**config.mk**
```make
export PLATFORM = sky130hd
export DESIGN_NAME = comparador_serial
export DESIGN_NICKNAME = d
export VERILOG_FILES = /design/src/rtl/comparador_serial_pkg.sv /design/src/rtl/comparador_fatia.sv /design/src/rtl/comparador_serial.sv
export SDC_FILE = /design/constraint.sdc
export NUM_CORES = 1
export LEC_CHECK = 0
export BUFFER_PORTS_ARGS = -buffer_cell sky130_fd_sc_hd__buf_2
export CORE_ASPECT_RATIO = 0.7
export CORE_MARGIN = 1.5
export CORE_UTILIZATION = 58
export DETAILED_ROUTE_END_ITERATION = 10
export PLACE_DENSITY = 0.84
export SYNTH_ARGS = -nofsm -noshare
export SYNTH_HDL_FRONTEND = slang
export SYNTH_SLANG_ARGS = --single-unit
export TNS_END_PERCENT = 50
```
**constraint.sdc**
```tcl
create_clock -name clock -period 4.7 [get_ports clock]
set_input_delay 0 -clock clock [delete_from_list [all_inputs] [get_ports clock]]
set_output_delay 0 -clock clock [all_outputs]
set_load 0.005 [all_outputs]
```
**src/rtl/comparador_serial_pkg.sv**
```systemverilog
// Shared definitions for the serial magnitude comparator: state codes,
// state width and a helper for sizing the slice counter.
package comparador_serial_pkg;

  // Width of the FSM state code as seen on db_estado.
  localparam int ESTADO_W = 2;

  // State codes are fixed so that db_estado reads INICIAL=0, COMPARA=1, FIM=2.
  typedef enum logic [ESTADO_W-1:0] {
    INICIAL = 2'd0,
    COMPARA = 2'd1,
    FIM     = 2'd2
  } estado_t;

  // Counter width for n slices. A single slice still needs a 1-bit
  // counter, because a zero-width vector is not legal.
  function automatic int idx_width(input int n);
    return (n > 1) ? $clog2(n) : 1;
  endfunction

endpackage

```
**src/rtl/comparador_fatia.sv**
```systemverilog
// Combinational comparison of one SLICE-bit slice. The slice is treated as
// unsigned. When inverte_msb is set, the MSB of both operands is flipped
// first, so the top slice of a two's-complement number orders correctly.
module comparador_fatia #(
  parameter int SLICE = 4
) (
  input  logic [SLICE-1:0] a,
  input  logic [SLICE-1:0] b,
  input  logic             inverte_msb,
  output logic             lt,
  output logic             gt
);

  logic [SLICE-1:0] a_m;
  logic [SLICE-1:0] b_m;

  // Bias the sign bit (top slice only) and then compare magnitudes.
  always_comb begin
    a_m            = a;
    b_m            = b;
    a_m[SLICE-1]   = a[SLICE-1] ^ inverte_msb;
    b_m[SLICE-1]   = b[SLICE-1] ^ inverte_msb;
    lt             = (a_m < b_m);
    gt             = (a_m > b_m);
  end

endmodule

```
**src/rtl/comparador_serial.sv**
```systemverilog
// Serial magnitude comparator. It walks the captured operands SLICE bits at
// a time, MSB slice first, and stops at the first slice that differs. When
// every slice is equal, the 7485-style cascade inputs supply the result.
//
// Handshake: iniciar is a start request. It is sampled only in INICIAL, and
// once it is accepted, A/B/modo/cascade are captured on that same edge.
// iniciar is ignored (not queued) while ocupado=1. Completion is signalled by
// pronto, a single-cycle pulse in FIM. ALBo/AGBo/AEBo are valid from that
// cycle and hold until the next completion.
module comparador_serial
  import comparador_serial_pkg::*;
#(
  parameter int WIDTH = 16,
  parameter int SLICE = 4
) (
  input  logic             clock,
  input  logic             reset,
  input  logic             iniciar,
  input  logic             modo,
  input  logic [WIDTH-1:0] A,
  input  logic [WIDTH-1:0] B,
  input  logic             ALBi,
  input  logic             AGBi,
  input  logic             AEBi,
  output logic             ALBo,
  output logic             AGBo,
  output logic             AEBo,
  output logic             pronto,
  output logic             ocupado,
  output logic [1:0]       db_estado
);

  localparam int                NSLICES = WIDTH / SLICE;
  localparam int                IDX_W   = idx_width(NSLICES);
  localparam logic [IDX_W-1:0]  IDX_TOP = IDX_W'(NSLICES - 1);

  // Reject widths that do not split into whole slices.
  generate
    if ((SLICE < 1) || (WIDTH % SLICE != 0)) begin : g_param_check
      $error("comparador_serial: WIDTH must be a positive multiple of SLICE");
    end
  endgenerate

  estado_t          estado;
  estado_t          estado_nxt;
  logic [IDX_W-1:0] idx;

  logic [WIDTH-1:0] a_q;
  logic [WIDTH-1:0] b_q;
  logic             modo_q;
  logic             albi_q;
  logic             agbi_q;
  logic             aebi_q;

  logic             alb_q;
  logic             agb_q;
  logic             aeb_q;

  logic [SLICE-1:0] fatia_a;
  logic [SLICE-1:0] fatia_b;
  logic             inverte;
  logic             fatia_lt;
  logic             fatia_gt;
  logic             fatia_dif;
  logic             ultima;

  // Select the slice under examination and decide whether the sign bit applies.
  always_comb begin
    fatia_a   = a_q[int'(idx) * SLICE +: SLICE];
    fatia_b   = b_q[int'(idx) * SLICE +: SLICE];
    inverte   = modo_q && (idx == IDX_TOP);
    ultima    = (idx == '0);
  end

  comparador_fatia #(
    .SLICE (SLICE)
  ) u_fatia (
    .a           (fatia_a),
    .b           (fatia_b),
    .inverte_msb (inverte),
    .lt          (fatia_lt),
    .gt          (fatia_gt)
  );

  assign fatia_dif = fatia_lt | fatia_gt;

  // State register.
  always_ff @(posedge clock or negedge reset) begin
    if (!reset) begin
      estado <= INICIAL;
    end else begin
      estado <= estado_nxt;
    end
  end

  // Next-state logic: a run ends on the first differing slice or after slice 0.
  always_comb begin
    estado_nxt = estado;
    case (estado)
      INICIAL: begin
        if (iniciar) begin
          estado_nxt = COMPARA;
        end
      end
      COMPARA: begin
        if (fatia_dif || ultima) begin
          estado_nxt = FIM;
        end
      end
      FIM: begin
        estado_nxt = INICIAL;
      end
      default: begin
        estado_nxt = INICIAL;
      end
    endcase
  end

  // Operand capture, slice counter and result registers.
  always_ff @(posedge clock or negedge reset) begin
    if (!reset) begin
      idx    <= IDX_TOP;
      a_q    <= '0;
      b_q    <= '0;
      modo_q <= 1'b0;
      albi_q <= 1'b0;
      agbi_q <= 1'b0;
      aebi_q <= 1'b0;
      alb_q  <= 1'b0;
      agb_q  <= 1'b0;
      aeb_q  <= 1'b0;
    end else begin
      case (estado)
        INICIAL: begin
          if (iniciar) begin
            idx    <= IDX_TOP;
            a_q    <= A;
            b_q    <= B;
            modo_q <= modo;
            albi_q <= ALBi;
            agbi_q <= AGBi;
            aebi_q <= AEBi;
          end
        end
        COMPARA: begin
          if (fatia_dif) begin
            alb_q <= fatia_lt;
            agb_q <= fatia_gt;
            aeb_q <= 1'b0;
          end else if (ultima) begin
            // All slices equal: the cascade inputs pass through unchanged,
            // illegal combinations included.
            alb_q <= albi_q;
            agb_q <= agbi_q;
            aeb_q <= aebi_q;
          end else begin
            idx <= idx - IDX_W'(1);
          end
        end
        default: begin
        end
      endcase
    end
  end

  // Moore outputs decoded from the registered state.
  always_comb begin
    pronto    = (estado == FIM);
    ocupado   = (estado == COMPARA) || (estado == FIM);
    db_estado = estado;
  end

  assign ALBo = alb_q;
  assign AGBo = agb_q;
  assign AEBo = aeb_q;

endmodule
```
* After elaboration in Yosys (flattened, before gate mapping) *
Cells that the tools add are included.

storage, ports and cells
  logic and storage cells = 50
  output and inout bits = 7
  register bits after elaboration = 43
  input port bits = 39

cells by class
  order comparisons = 2
  reduce and logical (&&, ||, !) cells = 11
  multiplexer cells = 13
  eq/ne operators = 7
  shift operators = 2
  bitwise operators = 3
  add/sub/neg operators = 1

operator list
  kind                                                  number
  variable part select 16 x 5 -> 4 bit                  2
  2-to-1 mux 2 bit                                      5
  != test 2 bit (second input constant)                 4
  one-hot mux 2 bit (2 select lines)                    2
  2-to-1 mux 1 bit                                      6
  AND reduction 2 bit                                   3
  equality test 2 bit (second input constant)           2
  > comparator 4 bit                                    1
  logical NOT 2 bit                                     2
  < comparator 4 bit                                    1
  AND reduction 4 bit                                   1
  nonzero test 2 bit                                    2
  equality test 2 x 1 -> 1 bit (second input constant)  1
  logical OR 1 bit                                      2
  subtractor 2 x 1 -> 2 bit (second input constant)     1
  XOR 1 bit                                             2
  logical AND 1 bit                                     1
  OR 1 bit                                              1

* Depth between registers and ports, before layout *
  depth in word-level cells = 8
  gate-level depth with buffers = 8
  gate-level depth less buffers = 8

* Hierarchy *
From an unflattened synthesis, not the netlist that was laid out.

unflattened totals
  cell total of the unflattened synthesis = 151
  area, all modules = 2142.1 um^2

modules (own cells, without submodules)
  module             cells each  seq. area each (um^2)  times used  area each (um^2)
  comparador_serial  135         1078.5                 1           2014.4
  comparador_fatia   16          0.0                    1           127.6

* Worst setup path before layout *
Ideal clock, no wire load.

  path kind = flip-flop to flip-flop
  start = register idx[0]
  end = register estado[0] (netlist: db_estado[0])
  path slack = 2.014 ns
  required time = 4.601 ns
  library setup time = 0.099 ns
  clock period less this slack = 2.686 ns
  path buffers = 1
  cell stages (with the launch flop) = 9
  arrival = 2.587 ns
  path through = dfstp_2 > buf_2 > mux4_2 > xor2_1 > ha_1 > nand4_2 > a311oi_4 > a21oi_1 > a311oi_1

on the way
  word-level cells in the longest chain between the ends = 8
  elaborated cells between the ends (all ways) = 13
  classes of those cells = order compare: 2; eq/ne: 2; shift: 2; bitwise: 3; reduce/logical: 4

ends and longest elaborated chain
  item                                                                        line                      source
  from (decl)                                                                 comparador_serial.sv:46   logic [IDX_W-1:0] idx;
  from (signal assigned)                                                      comparador_serial.sv:157  idx <= idx - IDX_W'(1);
  parallel branches: the longest is 5 deep, another holds < comparator 4 bit  --
  logical OR 1 bit (*)                                                        comparador_serial.sv:106  if (fatia_dif || ultima) begin
  != test 2 bit (no line) (*)                                                 --
  AND reduction 2 bit (no line) (*)                                           --
  to (signal assigned)                                                        comparador_serial.sv:92   estado <= estado_nxt;
  to (decl)                                                                   comparador_serial.sv:44   estado_t estado;

Every way passes the cells marked *.
A chain may end at the register's enable or synchronous reset.

* Worst setup path after layout *
Same ends and word-level chain as after synthesis.

==> key figures <==
Logic synthesis
  • Post-synthesis adder-cell area fraction: roughly 5.4%
  • Synth Area in Compound Gates: under 10%
  • XOR/XNOR Fraction of Synth Area: 0.838%
  • Top FF cell, synth: dfrtp_1
  • Syn_area_per_cell: roughly 14 um^2
  • YS warnings: 0
  • Top cells by count, synth: dfrtp_1, mux2_2, ha_1, inv_1, mux4_2
  • Ys async rst share: 100%
  • Mapped Area: roughly 2100 um^2
  • Flops & latches, synth: 43
  • Area leader, netlist: dfrtp_1
  • Top-area cell type share of the netlist area: about 49%
  • Cells taking the most area after synthesis: dfrtp_1, mux2_2, mux4_2
  • Mapped Nets: between 150 and 200
  • Mapped Cells: 148
  • Count leader, synth: dfrtp_1
  • Sequential area share after synthesis: between 50% and 60%
  • Largest family of logic cells by synthesized area: multiplexers
  • Mux cell area share after synthesis: between 20% and 30%
  • Synth cell types: 28
  • Post-synth EDFFs: 0
  • Synth Area in Simple Gates: between 4 and 5%

Floorplanning
  • Initial core utilization: about 60%
  • Row count: 18
  • IO Pins: 46
  • DIE AREA: between 3000 and 4000 um^2
  • Height of the die: between 50 and 60 um
  • Core area: roughly 3500 um^2
  • Chip Width: between 70 and 80 um

Worst hold path
  • Worst Hold Depth: 3
  • Hold/Removal Path Class: primary input to flop

Clocking
  • Post-CTS setup buffer count: 0
  • CTS max path bufs: 2
  • Worst-Skew Late Latency: a little over 300 ps
  • Clock sink count: between 40 and 50
  • CTS tree: done
  • CTS H-Tree Depth: 2
  • Clk root buf: clkbuf_8
  • Reg clk slew, reported paths: around 70 ps
  • CTS buffer count: 5

Routing
  • Initial detailed-routing violation count: ~140
  • Final Routed Wirelength: roughly 4700 um
  • Drc violations: 0
  • Antenna-violating nets left: 0
  • Drt pass-1 iters: 4
  • Vias per cell: 5.33
  • WL/cell: 16.7 um
  • Total number of vias: roughly 1.5k

Timing
  • Worst Tran Pin Value: 913 ps
  • Slew Limit Fails: 0
  • Hold WS: around 70 ps
  • Setup Skew: roughly 8.6 ps
  • Worst setup margin: roughly 1700 ps
  • Post-layout minimum cycle time: between 3000 and 4000 ps
  • Fmax: around 330 MHz
  • Number of setup violations in the final report: 0
  • Slew margin rel.: about two fifths
  • Sum Neg Setup Slack: 0 ps
  • Count of final hold-check violations: 0
  • Period utilisation layout: between 60% and 70%
  • RSZ-0062 raised after global routing: false

Critical path
  • CP Data Arrival Time: about 3200 ps
  • Reg2Reg Depth: 7
  • Worst-path maximum fanout: 11
  • Crit. End Element: flop
  • Critical setup path kind: flop to flop
  • WP data required: roughly 5000 ps
  • CP startpoint kind: flop

Global route
  • GRT Residual Overflow: 0
  • Vias in the first global route: about 1.6k
  • Initial antenna violation count: 0
  • GRT Util Overall: between 20 and 30%
  • First-pass GRT wire length: 7590 um
  • Pin count of the biggest net entering global routing: between 40 and 50

Place
  • Gpl congestion: about 0.80
  • Port Buf Inserts: between 40 and 50
  • Dpl hpwl: around 2800 um
  • Pre-CTS setup slack: about 1800 ps

Flow run
  • Max-cap violations: 0

Finish
  • Layout net count: 280
  • Layout cell share with drive strength beyond 1: 43.5%
  • Diode count: 0
  • P&R area growth vs syn: 34.7%

Pwr
  • Total Power: about 1.7 mW
  • Peak supply drop: about 0.4 mV
  • Total power divided by cell area: 620 nW/um^2
  • Leak Pwr: between 1 and 1.5 nW

Run status
  • Status: complete, no violations
==> per-layer routing <==
metal	routed length (um)	vias to the layer above	GRT usage, %
met5	0	-	0
met4	66	0	11.5
met3	235	9	5.90
met2	2390	51	46.7
met1	2000	739	34.2
li1	-	705	-
==> placed cells by master (no fill, tap or decap), types with 2 or more instances in the layout <==
cell type      count
ha_1               9
nor2_1             4
clkbuf_8           6
inv_1              9
buf_2             45
nand2_1            4
nand2b_1           4
dfrtp_1           41
mux4_2             8
a21oi_1            3
mux2_2            36
o21ai_0            4
o21a_1             3
dlygate4sd3_1     37
dfstp_2            2
a311oi_1           2
==> registers in the layout (all words and copies together) (netlist names) <==
name       flops
b_q           16
agbi_q         1
db_estado      2
ALBo           1
albi_q         1
idx            2
a_q           16
AEBo           1
AGBo           1
modo_q         1
aebi_q         1
==> kinds of logic after synthesis <==
group	after synthesis
multiplexers	44
flip-flops	43
AO/OA/AOI/OAI	18
AND/OR/NAND/NOR	17
buffers and inverters	15
adder cells (fa/ha/maj)	9
XOR/XNOR	2
==> worst max-delay path, stage by stage, from the launching register on <==
cell      delay, ps
dfstp_2         750
mux4_2          560
xnor2_1         150
ha_1            340
nand4_2         180
a311oi_4        460
a21oi_1         150
a311oi_1        300
==> power breakdown <==
group | switching (mW) | leakage (nW) | total [mW] | internal (mW)
sequential | 0.125 | 0.507 | 0.680 | 0.555
clock | 0.123 | 0.0470 | 0.238 | 0.115
combinational | 0.377 | 0.751 | 0.829 | 0.452
==> final timing paths <==
path,end,slack [ps],start
worst min-delay path,db_estado[1],70,iniciar
worst max-delay path,db_estado[0],1690,idx[0]
max in group asynchronous,db_estado[1],3710,reset
worst min register to register,AEBo,520,AEBo
worst max register to register,db_estado[0],1690,idx[0]
min in group asynchronous,a_q[10],410,reset
==> final cells by class <==
class / count / area [um^2]
Multi-Input combinational cell: 90 / 950
Sequential cell: 43 / 1080
Fill cell: 213 / 676
Tap cell: 50 / 62.6
Clock inverter: 1 / 5.00
Clock buffer: 6 / 82.6
Timing Repair Buffer: 83 / 603
Inverter: 9 / 33.8
==> per-stage QoR <==
stage | utilization (%) | instances | area [um^2]
after CTS | 80.6 | 282 | 2820
after detailed placement | 67.5 | 238 | 2360
after global routing | 80.6 | 282 | 2820
after floorplan | - | 148 | 2090
final | 80.6 | 282 | 2820
after global placement | 67.5 | 238 | 2360
==> timing repair <==
item | in CTS | in global routing
gates resized for setup | 0 | 0
hold buffers | 37 | 0
endpoints found under the hold margin | 77 | 0
(Power assumes the default switching activity.)
